`src/rtl/sample_readout_if.sv`:
```
// Command bus between the host and sample_readout.
//   addr        register address; [15:8] block position, [7:0] register
//   cs          chip select
//   rd / wr     read / write strobes
//   cmd_data_in write data
//   data_out    read data returned by the selected block
interface sample_readout_if;
  logic [15:0] addr;
  logic        cs;
  logic        rd;
  logic        wr;
  logic [31:0] cmd_data_in;
  logic [31:0] data_out;

  modport master (output addr, cs, rd, wr, cmd_data_in, input data_out);
  modport slave  (input addr, cs, rd, wr, cmd_data_in, output data_out);
endinterface

```
`src/rtl/sample_readout.sv`:
```
// Host-side drain of the sample FIFO. One word is prefetched into a holding
// register and served on NEXT_SAMPLE; each completed host read of NEXT_SAMPLE
// consumes it and prefetches the next. Also a saturating consumed-sample
// counter, a status register and a flush (CLEAR) command.
//   clk, rst           clock, synchronous active-high reset
//   bus                command bus (slave side)
//   fifo_rd_en         pop request to the sample FIFO
//   fifo_dout          FIFO data, valid the cycle after fifo_rd_en
//   fifo_empty         FIFO empty flag
//   fifo_almost_empty  FIFO almost-empty flag
//   sample_available   holding register holds a valid word
module sample_readout #(
  parameter logic [7:0] POSITION = 8'd243,
  parameter int         CNT_W    = 16
) (
  input  logic                   clk,
  input  logic                   rst,
  sample_readout_if.slave        bus,
  output logic                   fifo_rd_en,
  input  logic [15:0]            fifo_dout,
  input  logic                   fifo_empty,
  input  logic                   fifo_almost_empty,
  output logic                   sample_available
);

  localparam logic [7:0]  REG_NEXT   = 8'd1;
  localparam logic [7:0]  REG_NUM    = 8'd2;
  localparam logic [7:0]  REG_CMD    = 8'd5;
  localparam logic [7:0]  REG_STATUS = 8'd6;
  localparam logic [31:0] CMD_CLEAR  = 32'd5;

  typedef enum logic [1:0] {S_EMPTY, S_WAIT, S_FULL, S_FLUSH} state_t;

  state_t           state;
  logic [15:0]      holding;
  logic             holding_valid;
  logic [CNT_W-1:0] count;
  logic             rd_d, rd_dd;

  logic       sel, rd_done, clear, flushing;
  logic [7:0] reg_a;
  logic [31:0] rdata;

  assign reg_a    = bus.addr[7:0];
  assign sel      = bus.cs & (bus.addr[15:8] == POSITION);
  // Falling edge of the delayed NEXT_SAMPLE strobe: one event per host read,
  // however long the strobe is held.
  assign rd_done  = ~rd_d & rd_dd;
  assign clear    = sel & bus.wr & (reg_a == REG_CMD) & (bus.cmd_data_in == CMD_CLEAR);
  assign flushing = (state == S_FLUSH);

  // Combinational so a word appearing in the FIFO is popped the same cycle.
  assign fifo_rd_en       = ~rst & ~fifo_empty & ((state == S_EMPTY) | (state == S_FLUSH));
  assign sample_available = holding_valid;

  always_ff @(posedge clk) begin
    if (rst) begin
      state         <= S_EMPTY;
      holding       <= '0;
      holding_valid <= 1'b0;
      count         <= '0;
      rd_d          <= 1'b0;
      rd_dd         <= 1'b0;
    end else begin
      rd_d  <= bus.rd & sel & (reg_a == REG_NEXT);
      rd_dd <= rd_d;
      if (clear) begin
        // Wins over a same-cycle rd_done; a word landing from an earlier pop
        // is dropped because WAIT is abandoned here.
        holding       <= '0;
        holding_valid <= 1'b0;
        count         <= '0;
        state         <= S_FLUSH;
      end else begin
        case (state)
          S_EMPTY: if (fifo_rd_en) state <= S_WAIT;
          S_WAIT: begin
            holding       <= fifo_dout;
            holding_valid <= 1'b1;
            state         <= S_FULL;
          end
          S_FULL: if (rd_done) begin
            holding_valid <= 1'b0;
            if (count != {CNT_W{1'b1}}) count <= count + 1'b1;
            state         <= S_EMPTY;
          end
          S_FLUSH: if (fifo_empty) state <= S_EMPTY;
          default: state <= S_EMPTY;
        endcase
      end
    end
  end

  always_comb begin
    rdata = '0;
    case (reg_a)
      REG_NEXT:   rdata = {15'b0, holding_valid, holding & {16{holding_valid}}};
      REG_NUM:    rdata = 32'(count);
      REG_STATUS: rdata = {28'b0, holding_valid, fifo_almost_empty, fifo_empty, flushing};
      default:    rdata = '0;
    endcase
  end

  assign bus.data_out = (sel & bus.rd & ~rst) ? rdata : 32'd0;

endmodule

```
`src/flat_wrapper.sv`:
```
// flat-port wrapper written by rule: the top's interface ports become plain ports
module sample_readout_flat 
#(
  parameter logic [7:0] POSITION = 8'd243,
  parameter int         CNT_W    = 16
)
  (clk, rst, fifo_rd_en, fifo_dout, fifo_empty, fifo_almost_empty, sample_available, bus_addr, bus_cs, bus_rd, bus_wr, bus_cmd_data_in, bus_data_out);
  sample_readout_if bus_i ();
  input  logic clk;
  input  logic rst;
  output logic fifo_rd_en;
  input  logic [15:0] fifo_dout;
  input  logic fifo_empty;
  input  logic fifo_almost_empty;
  output logic sample_available;
  input wire logic [$bits(bus_i.addr)-1:0] bus_addr;
  input wire logic [$bits(bus_i.cs)-1:0] bus_cs;
  input wire logic [$bits(bus_i.rd)-1:0] bus_rd;
  input wire logic [$bits(bus_i.wr)-1:0] bus_wr;
  input wire logic [$bits(bus_i.cmd_data_in)-1:0] bus_cmd_data_in;
  output wire logic [$bits(bus_i.data_out)-1:0] bus_data_out;
  assign bus_i.addr = bus_addr;
  assign bus_i.cs = bus_cs;
  assign bus_i.rd = bus_rd;
  assign bus_i.wr = bus_wr;
  assign bus_i.cmd_data_in = bus_cmd_data_in;
  assign bus_data_out = bus_i.data_out;
  sample_readout #(.POSITION(POSITION), .CNT_W(CNT_W)) u_core (.clk(clk), .rst(rst), .bus(bus_i), .fifo_rd_en(fifo_rd_en), .fifo_dout(fifo_dout), .fifo_empty(fifo_empty), .fifo_almost_empty(fifo_almost_empty), .sample_available(sample_available));
endmodule
```
`config.mk`:
```
export PLATFORM = sky130hd
export DESIGN_NAME = sample_readout_flat
export DESIGN_NICKNAME = d
export VERILOG_FILES = /design/src/rtl/sample_readout_if.sv /design/src/rtl/sample_readout.sv /design/src/flat_wrapper.sv
export SDC_FILE = /design/constraint.sdc
export NUM_CORES = 1
export LEC_CHECK = 0
export ABC_AREA = 1
export CELL_PAD_IN_SITES_DETAIL_PLACEMENT = 0
export CELL_PAD_IN_SITES_GLOBAL_PLACEMENT = 1
export CORE_MARGIN = 10
export CORE_UTILIZATION = 29
export CTS_CLUSTER_SIZE = 14
export DETAILED_ROUTE_END_ITERATION = 10
export HOLD_SLACK_MARGIN = 0.08
export PLACE_DENSITY_LB_ADDON = 0.1
export RECOVER_POWER = 25
export SETUP_SLACK_MARGIN = 0.2
export SLEW_MARGIN = 10
export SYNTH_ARGS = -nofsm -noshare
export SYNTH_HDL_FRONTEND = slang
export SYNTH_SLANG_ARGS = --single-unit
```
`constraint.sdc`:
```
create_clock -name clk -period 1.9 [get_ports clk]
set_input_delay 0.38 -clock clk [delete_from_list [all_inputs] [get_ports clk]]
set_output_delay 0.38 -clock clk [all_outputs]
set_load 0.01 [all_outputs]
```
; After elaboration in Yosys (flattened, before gate mapping)
; Cells that the tools add are included.
[word_totals]
ff_bits = 37
elab_cells = 51
[op_classes]
n_addsub = 1
n_eq_ne = 14
n_mux = 9
n_bitwise = 15
n_reduce_logical = 6
[ops]
columns = cell, n
row1 = 17-bit one-hot mux with 3 select lines, 1
row2 = "32-bit by 3-bit equality test with 1-bit output, second input constant", 1
row3 = 17-bit two-way mux, 1
row4 = "16-bit by 1-bit adder with 16-bit output, second input constant", 1
row5 = 16-bit AND, 1
row6 = "8-bit by 3-bit equality test with 1-bit output, second input constant", 2
row7 = "16-bit inequality test, second input constant", 1
row8 = 1-bit AND, 10
row9 = "8-bit by 1-bit equality test with 1-bit output, second input constant", 1
row10 = "8-bit by 2-bit equality test with 1-bit output, second input constant", 1
row11 = "8-bit equality test, second input constant", 1
row12 = 2-bit two-way mux, 4
row13 = 2-bit one-hot mux with 4 select lines, 1
row14 = "3-bit by 2-bit inequality test with 1-bit output, second input constant", 2
row15 = 3-bit AND reduction, 2
row16 = "2-bit equality test, second input constant", 2
row17 = "3-bit by 1-bit inequality test with 1-bit output, second input constant", 1
row18 = 1-bit inverter, 3
row19 = "2-bit by 1-bit equality test with 1-bit output, second input constant", 1
row20 = 2-bit zero test, 1
row21 = "2-bit by 1-bit inequality test with 1-bit output, second input constant", 1
row22 = 1-bit one-hot mux with 2 select lines, 1
row23 = 2-bit AND reduction, 1
row24 = 2-bit nonzero test, 1
row25 = 3 further kinds, 3

; Depth between registers and ports, before layout
; Gate-level depths: netlist of run 1.
[logic_depth]
word_depth = 7
ltp_mapped = 11
mapped_depth_nobuf = 10

; Worst setup path before layout of run 1
; OpenSTA, ideal clock, no wires.
[synth_path]
path_type = in2out
from = input port bus_addr[4]
to = output port bus_data_out[12]
t_arrival_ps = 1372
setup_slack_ps = 148
cell_stages = 10
path_buffers = 1
cell_sequence = inv_1 > nand2_1 > nor2_2 > nand3_4 > nor2_4 > buf_6 > nand2_1 > o21ai_1 > inv_1 > nor2_1
[synth_via]
elab_chain_len = 3
[synth_rtl]
columns = element, line
row1 = from (decl), flat_wrapper.sv:16  ; input wire logic [$bits(bus_i.addr)-1:0] bus_addr;
row2 = 8-bit by 3-bit equality test with 1-bit output (tied with other cells), sample_readout.sv:96  ; case (reg_a)
row3 = 17-bit one-hot mux with 3 select lines *, sample_readout.sv:96
row4 = 17-bit two-way mux *, sample_readout.sv:104  ; assign bus.data_out = (sel & bus.rd & ~rst) ? rdata : 32'd0;
row5 = to (decl), flat_wrapper.sv:21  ; output wire logic [$bits(bus_i.data_out)-1:0] bus_data_out;
; Every way passes the cells marked *; elsewhere a longest branch is shown, timed or not.

; Final worst setup path of run 1
[layout_path]
from = input port bus_addr[4]
to = output port bus_data_out[14]
; The elaborated chain is that of the path after synthesis.

==> impl_metrics.ini, run 1 <==
[floorplan]
dieHeight_um = 115
dieArea_mm2 = 0.0132
core.rowCount = 34
die_w_um = 115
coreArea_mm2 = 0.00872
start_util = 0.298
io_pins = 105

[grt]
grt_max_degree = 18
grt_pass1_vias = 3135
track_usage = 0.148
grt_overflow = 0
antenna_found_initial = 0
grt_pass1_wl_um = 15700

[critical_path]
path_class = in -> out
crit_path_frequent_cell = buf_6
startpoint = bus_addr[4]
critPathMaxStageDelay_ps = 220
crit_family = buffers and inverters
rr_worst_depth = 11
r2r-start = u_core.count[0]$_SDFFE_PP0P_
crit_chain = buf_6, inv_4, nand2_4, nor3_4, buf_6, nand2_4, a21oi_4, inv_4, buf_12, nor2_4, buf_6
cp.required_ps = 1520
cp-end-kind = output pin
cp.depth = 11
crit_slowest_cell = nor3_4
rrSetupSlack_ps = 140
startpoint_type = input port
critPathBufInv = 6
path_max_fanout = 8
cp_data_arrival_time_ps = 1600

[synthesis]
ys_ff_latch = 37
ys_warn_count = 0
postSynthAreaPerCell_um2 = 6.02
synthesis.area_mm2 = 0.00260
yosysUniqueCellTypes = 26
syn_inst = 432
synth-seq-area-share = 0.285

[power_and_ir_drop]
leakage_nw = 1.96
power.total_w = 0.00236
switching_share = 0.336
clkPwrFrac = 0.239
intPower_w = 0.00157
switchingPower_w = 0.000793
peakVddDrop_v = 0.000613
seqPwrFrac = 0.397
pwr-share-comb = 0.363
powerDensity_mw_per_mm2 = 492

[final_layout]
final_layout_size_suffix_gt1_frac = 0.392
diodes = 0
finalNetCount = 663
final_common_cell = nand2_1
final_cell_mix = nand2_1 (123), buf_6 (56), clkdlybuf4s50_1 (50)
syn2layout_area_growth_pct = 84.6
multi_input_area_mm2 = 0.00193
fill_cells = 873
register_area_um2 = 744

[clock_tree]
clk_pin_slew_ps = 80
cts-root-buf = clkbuf_8
clkLatencyLatePin_ps = 300
cts.sinks = 37
htreeDepth = 2
cts_tree = done
cts_buffers = 5
clockBufferDepth = 2

[routing]
drc_errors = 0
drt_iter0_markers = 95
dr.pass1.iters = 4
wl_per_cell_um = 14.0
vias = 3065
routed_wl_um = 9720
vias_per_cell = 4.41
ant_nets = 0

[sta]
tns_ps = -683
fin_ws_ps = -75.7
hold_viol_final = 0
fin_crit_ps = 1980
skew_ps = 11.2
fin_crit_sh = 1.04
rsz0062_at_grt = true
setup_viol = 13
fmax_mhz = 506
drv_slew = 0

[outcome]
violations = setup timing
outcome = finished with violations

[hold_path]
min_from = u_core.holding[15]$_SDFFE_PP0P_
hold_path_depth = 2
hold_class = reg -> reg

[placed_design]
port_buffers = 89
gp_congestion = 0.843
hpwlAfterDp_um = 7190

[flow_run]
maxCapViolations = 0
-- synthesized netlist by cell type, drive strengths merged --
| cell | n | share of area |
|---|---|---|
| a21oi | 34 | 0.070 |
| buf | 24 | 0.071 |
| clkbuf | 4 | 0.0058 |
| clkinv | 1 | 0.0019 |
| conb | 1 | 0.0014 |
| dfxtp | 37 | 0.28 |
| ha | 6 | 0.029 |
| inv | 54 | 0.078 |
| nand2 | 144 | 0.21 |
| nand3 | 25 | 0.053 |
| nand3b | 2 | 0.0058 |
| nand4 | 6 | 0.014 |
| nor2 | 70 | 0.12 |
| nor3 | 4 | 0.0096 |
| o21ai | 16 | 0.031 |
| xor2 | 4 | 0.013 |
-- tightest hold or removal path, cell delays in order (launching register included) --
cell and delay, ps:
dfxtp_1 310, nand2_1 70, a21oi_2 50
-- through the flow --
stage               hold WS, ps  utilization  instance area (µm²)  std cells  setup WS [ps]
finish                      475        0.551                 4800        695          -75.7
global placement            453        0.444                 3870        650           -905
CTS                         469        0.528                 4610        691          -98.3
floorplan                   427            -                 2780        446            206
detailed placement          459        0.444                 3870        650           -951
global route                491        0.551                 4800        695           -147
-- routing by layer --
layer  vias to the layer above  GRT usage  share of wire
met5                         -          0              0
met4                         0     0.0334          0.012
met3                         9     0.0330          0.046
met2                        48      0.261           0.52
met1                      1402      0.178           0.43
li1                       1606          -              -
-- registers in the layout, summed over array words and instances, names as in the netlist --
signal	cells
u_core.rd_dd	1
u_core.holding	16
u_core.rd_d	1
u_core.sample_available	1
u_core.count	16
u_core.state	2
-- final timing paths --
path	to
setup / recovery	bus_data_out[14]
hold / removal	u_core.holding[15]$_SDFFE_PP0P_
hold reg to reg	u_core.holding[15]$_SDFFE_PP0P_
setup reg to reg	u_core.count[10]$_SDFFE_PP0P_
-- power groups by stage --
| stage | combinational [W] | clock [W] | sequential, W |
|---|---|---|---|
| 2_1_floorplan | 0.000355 | 0 | 0.000934 |
| 3_3_place_gp | 0.000622 | 0 | 0.000948 |
| 3_5_place_dp | 0.000632 | 0 | 0.000949 |
| 4_1_cts | 0.000808 | 0.000577 | 0.000931 |
| 5_1_grt | 0.000953 | 0.000617 | 0.000948 |
| 6_report | 0.000858 | 0.000565 | 0.000939 |
-- logic make-up after synthesis --
logic type                 share of synthesized area
xor gates and xnor gates                      0.0135
buffers and inverters                          0.157
other                                        0.00144
AOI/OAI and AO/OA                              0.101
adders and majority gates                     0.0289
and+or+nand+nor                                0.414
DFF                                            0.285
-- final cells by class --
| cell class | instances | share of cell area |
|---|---|---|
| Multi-Input combinational cell | 326 | 0.402 |
| Inverter | 55 | 0.0459 |
| Clock inverter | 2 | 0.00313 |
| Timing Repair Buffer | 161 | 0.351 |
| Clock buffer | 6 | 0.0151 |
| Tap cell | 108 | 0.0281 |
| Sequential cell | 37 | 0.155 |
-- what timing repair did --
item	CTS	global route
gates resized for setup	261	45
hold buffers	0	0
cloned	4	0
setup endpoints to repair	51	54
pin swaps	33	21
setup buffers	29	4
No activity file was read; power rests on OpenSTA's default activity.
==> run 2, diff against run 1 <==
--- a/config.mk
+++ b/config.mk
@@ -8,11 +8,13 @@
 export ABC_AREA = 1
 export CELL_PAD_IN_SITES_DETAIL_PLACEMENT = 0
 export CELL_PAD_IN_SITES_GLOBAL_PLACEMENT = 1
+export CORE_ASPECT_RATIO = 1.25
 export CORE_MARGIN = 10
 export CORE_UTILIZATION = 29
 export CTS_CLUSTER_SIZE = 14
 export DETAILED_ROUTE_END_ITERATION = 10
 export HOLD_SLACK_MARGIN = 0.08
+export MAX_ROUTING_LAYER = met4
 export PLACE_DENSITY_LB_ADDON = 0.1
 export RECOVER_POWER = 25
 export SETUP_SLACK_MARGIN = 0.2
==> impl_metrics.ini, run 2 (synthesis results as in run 1) <==
[outcome]
outcome = finished with violations
violations = setup timing

[floorplan]
io_pins = 105
die_w_um = 105
coreArea_mm2 = 0.00870
dieHeight_um = 126
start_util = 0.299
dieArea_mm2 = 0.0132
core.rowCount = 38

[final_layout]
final_common_cell = nand2_1
fin_area_mm2 = 0.00416
syn2layout_area_growth_pct = 59.9
fill_cells = 947
finalNetCount = 631
top_regs = u_core.count (16), u_core.holding (16), u_core.state (2)
final_layout_size_suffix_gt1_frac = 0.288
diodes = 0
final_cell_mix = nand2_1 (125), clkdlybuf4s50_1 (51), nor2_1 (46)

[clock_tree]
htreeDepth = 2
clk_pin_slew_ps = 80
cts_buffers = 5
cts.sinks = 37
cts-root-buf = clkbuf_8
cts_tree = done
clkLatencyLatePin_ps = 290
clockBufferDepth = 2

[routing]
vias_per_cell = 4.42
routed_wl_um = 8880
ant_nets = 0
vias = 2984
drc_errors = 0
dr.pass1.iters = 4
drt_iter0_markers = 91
wl_per_cell_um = 13.1

[placed_design]
port_buffers = 89
pre_cts_ws_ps = -899
hpwlAfterDp_um = 6940
gp_congestion = 0.828
dpl_cell_area_mm2 = 0.00387

[sta]
hold_ws_ps = 379
fin_crit_sh = 1.03
fin_crit_ps = 1960
fmax_mhz = 511
drv_slew = 0
hold_viol_final = 0
setup_viol = 12
fin_ws_ps = -58.0
rsz0062_at_grt = true
skew_ps = 11.5

[power_and_ir_drop]
peakVddDrop_v = 0.000413
leakage_nw = 1.73
powerDensity_mw_per_mm2 = 531

[critical_path]
crit_chain = buf_6, inv_4, nand2_4, nor2_4, nand3_4, nor2_4, buf_6, buf_6, nand2_1, o21ai_1, inv_1, nor2_4, buf_6
path_max_fanout = 3
path_class = in -> out
crit_family = simple AND/OR/NAND/NOR gates
cp-end-kind = output pin
rrSetupSlack_ps = 290
critPathMaxStageDelay_ps = 170
crit_slowest_cell = nor2_4
cp_data_arrival_time_ps = 1580
crit_path_frequent_cell = buf_6
critPathBufInv = 6
startpoint_type = input port
cp.required_ps = 1520

[flow_run]
maxCapViolations = 0

[hold_path]
hold_class = in -> reg

[grt]
track_usage = 0.131
antenna_found_initial = 0
grt_util_met2 = 0.242
grt_pass1_wl_um = 14000
use_met1 = 0.129
grt_busiest_layer = met2
grt_max_degree = 34
grt_overflow = 0
grt_pass1_vias = 3082
grtUsageMet3 = 0.0337
[run 2: cell types whose count changed in the layout (fill, tap and decap cells not counted), moves of 5 or more]
cell     previous run  this run
a21oi_1             2        33
a21oi_2            30         0
buf_6              56        30
nor2_4             24        19
[run 2: per-layer routing]
layer	routed length, µm	vias to the layer above	share of wire
met5	0	-	0
met4	241	0	0.027
met3	448	19	0.050
met2	4520	80	0.51
met1	3670	1338	0.41
li1	-	1547	-
[run 2: cell type report]
cell class              instances  area [µm²]  area share
multi-input cells             327        1750       0.422
repair buffers                128        1190       0.286
flip-flops and latches         37         744       0.179
inverters                      55         224      0.0539
well taps                     120         150      0.0361
clock buffers                   6        82.6      0.0199
clock inverters                 2        13.8     0.00331
[run 2: power breakdown]
part / switching [W] / internal [W]
registers: 0.0000744 / 0.000873
logic: 0.000345 / 0.000318
clock network: 0.000303 / 0.000295
total: 0.000723 / 0.00149
[run 2: path summary, 6_finish.rpt]
| path | from | end | cells after the start |
|---|---|---|---|
| setup / recovery | bus_addr[4] | bus_data_out[13] | 13 |
| setup reg to reg | u_core.count[1]$_SDFFE_PP0P_ | u_core.count[8]$_SDFFE_PP0P_ | 11 |
| hold reg to reg | u_core.holding[8]$_SDFFE_PP0P_ | u_core.holding[8]$_SDFFE_PP0P_ | 2 |
| hold / removal | rst | u_core.state[1]$_SDFFE_PP0P_ | 3 |
[run 2: timing repair]
item	in CTS	in global routing
setup buffers	3	3
setup endpoints to repair	52	48
pin swaps	24	13
resized for setup	194	39
gates cloned	1	1
hold buffers	0	0
[run 2: through the flow]
stage | total power, W | std cells | setup TNS (ps) | utilization
3_5_place_dp | 0.00158 | 659 | -19690 | 0.444
6_report | 0.00221 | 675 | -376 | 0.478
4_1_cts | 0.00218 | 671 | -370 | 0.465
3_3_place_gp | 0.00158 | 659 | -18800 | 0.444
2_1_floorplan | 0.00129 | 446 | 0 | -
5_1_grt | 0.00236 | 675 | -1660 | 0.478
[run 2: tightest hold or removal path, stage by stage]
cell	delay, ps
clkbuf_2	90
buf_4	130
a21oi_1	40
==> run 3, diff against run 2 <==
--- a/config.mk
+++ b/config.mk
@@ -6,11 +6,12 @@
 export NUM_CORES = 1
 export LEC_CHECK = 0
 export ABC_AREA = 1
+export CAP_MARGIN = 20
 export CELL_PAD_IN_SITES_DETAIL_PLACEMENT = 0
 export CELL_PAD_IN_SITES_GLOBAL_PLACEMENT = 1
 export CORE_ASPECT_RATIO = 1.25
 export CORE_MARGIN = 10
-export CORE_UTILIZATION = 29
+export CORE_UTILIZATION = 31
 export CTS_CLUSTER_SIZE = 14
 export DETAILED_ROUTE_END_ITERATION = 10
 export HOLD_SLACK_MARGIN = 0.08
==> constraint.sdc (replaced) <==
create_clock -name clk -period 2.5 [get_ports clk]
set_input_delay 0.5 -clock clk [delete_from_list [all_inputs] [get_ports clk]]
set_output_delay 0.5 -clock clk [all_outputs]
set_load 0.01 [all_outputs]
==> impl_metrics.ini, run 3 (synthesis results as in run 1) <==
[routing]
top_layer = met4
wl_per_cell_um = 14.3
ant_nets = 0
met2_length_um = 5200
met1_length_um = 4000
vias_per_cell = 4.53
drt_iter0_markers = 133
vias = 3000
dr_wl_met3_um = 214
drc_errors = 0
routed_wl_um = 9470
dr.pass1.iters = 4

[final_layout]
finalNetCount = 641
final_cell_mix = nand2_1 (126), nor2_1 (52), clkdlybuf4s50_1 (51)
diodes = 0
syn2layout_area_growth_pct = 63.8
top_regs = u_core.count (16), u_core.holding (16), u_core.state (2)
final_common_cell = nand2_1
finalCoreUtilization = 0.520
final_layout_size_suffix_gt1_frac = 0.273
stdcell_count = 662

[grt]
grt_max_degree = 34
antenna_found_initial = 0
track_usage = 0.146
grt_pass1_wl_um = 14300
grt_overflow = 0
grt_pass1_vias = 2980

[placed_design]
place_inst = 622
hpwlAfterDp_um = 6870
gp_congestion = 0.822
port_buffers = 89
pre_cts_ws_ps = -586

[hold_path]
hold_path_depth = 2
hold_class = reg -> reg

[sta]
rsz0062_at_grt = true
fin_crit_ps = 2350
fin_crit_sh = 0.940
setup_viol = 0
fmax_mhz = 425
drv_slew = 0
fin_ws_ps = 149
skew_ps = 7.76
hold_viol_final = 0

[clock_tree]
clk_pin_slew_ps = 80
ctsHoldBuffers = 0
clkLatencyLatePin_ps = 290
cts.sinks = 37
clockBufferDepth = 2
htreeDepth = 2
cts_buffers = 5
cts_tree = done
cts-root-buf = clkbuf_8

[floorplan]
io_pins = 105
start_util = 0.317
dieHeight_um = 122
coreArea_mm2 = 0.00819
dieArea_mm2 = 0.0125
core.rowCount = 37
die_w_um = 102

[flow_run]
maxCapViolations = 0

[power_and_ir_drop]
leakage_nw = 1.82
peakVddDrop_v = 0.000221
powerDensity_mw_per_mm2 = 436

[critical_path]
path_max_fanout = 8
critPathMaxStageDelay_ps = 240
cp.required_ps = 2690
crit_slowest_cell = nand2_2
rr_worst_depth = 9
crit_path_frequent_cell = buf_4
crit_chain = buf_6, nand2_4, clkbuf_4, buf_6, buf_4, buf_4, buf_4, buf_4, buf_4, clkbuf_4, buf_4, inv_1, nand4_1, nor2_1, nand2_1, nand2_2, clkbuf_16, nor2_1
startpoint_type = input port
path_class = in -> reg
cp_data_arrival_time_ps = 2540
cp-end-kind = register

[outcome]
outcome = finished clean
-- run 3: metrics by stage --
stage                     cell area (µm²)  hold slack (ps)  setup TNS, ps  power (W)
after CTS                            3990              470              0    0.00184
after global placement               3620              452          -8110    0.00117
after global routing                 4260              491              0    0.00196
after detailed placement             3620              457          -8440    0.00117
final                                4260              473              0    0.00186
after floorplan                      2650              427              0   0.000974
-- run 3: area by class of cell --
| type | count | area, µm² |
|---|---|---|
| Tap cell | 97 | 121 |
| Timing Repair Buffer | 138 | 1340 |
| Fill cell | 856 | 3940 |
| Clock inverter | 3 | 68.8 |
| Clock buffer | 5 | 68.8 |
| Sequential cell | 37 | 741 |
| Timing Repair inverter | 1 | 7.51 |
| Inverter | 55 | 218 |
| Multi-Input combinational cell | 326 | 1690 |
-- run 3: timing repair --
item                       CTS  global route
cloned                       2             4
buffers inserted            23             3
pin swaps                   22            21
gates resized for setup    161            57
setup endpoints to repair   18            50
-- run 3: path summary, 6_finish.rpt --
| check | from | endpoint | slack (ps) |
|---|---|---|---|
| worst max-delay path | bus_addr[8] | u_core.count[8]$_SDFFE_PP0P_ | 150 |
| worst max register to register | u_core.count[0]$_SDFFE_PP0P_ | u_core.count[13]$_SDFFE_PP0P_ | 720 |
| worst min register to register | u_core.holding[5]$_SDFFE_PP0P_ | u_core.holding[5]$_SDFFE_PP0P_ | 470 |
| worst min-delay path | u_core.holding[5]$_SDFFE_PP0P_ | u_core.holding[5]$_SDFFE_PP0P_ | 470 |
-- run 3: critical path, delay by kind of cell --
family,cells,cell delay [ps]
buffers and inverters,12,1450
and+or+nand+nor,6,590
-- run 3: where the power goes --
part	switching [W]	internal, W
Clock	0.000248	0.000402
Sequential	0.0000536	0.000662
Combinational	0.000255	0.000238
Total	0.000557	0.00130
-- run 3: per-layer routing --
metal	GRT usage	vias up
met5	-	-
met3	0.0230	7
met1	0.163	1365
li1	-	1571
met2	0.271	57
met4	0.0230	0
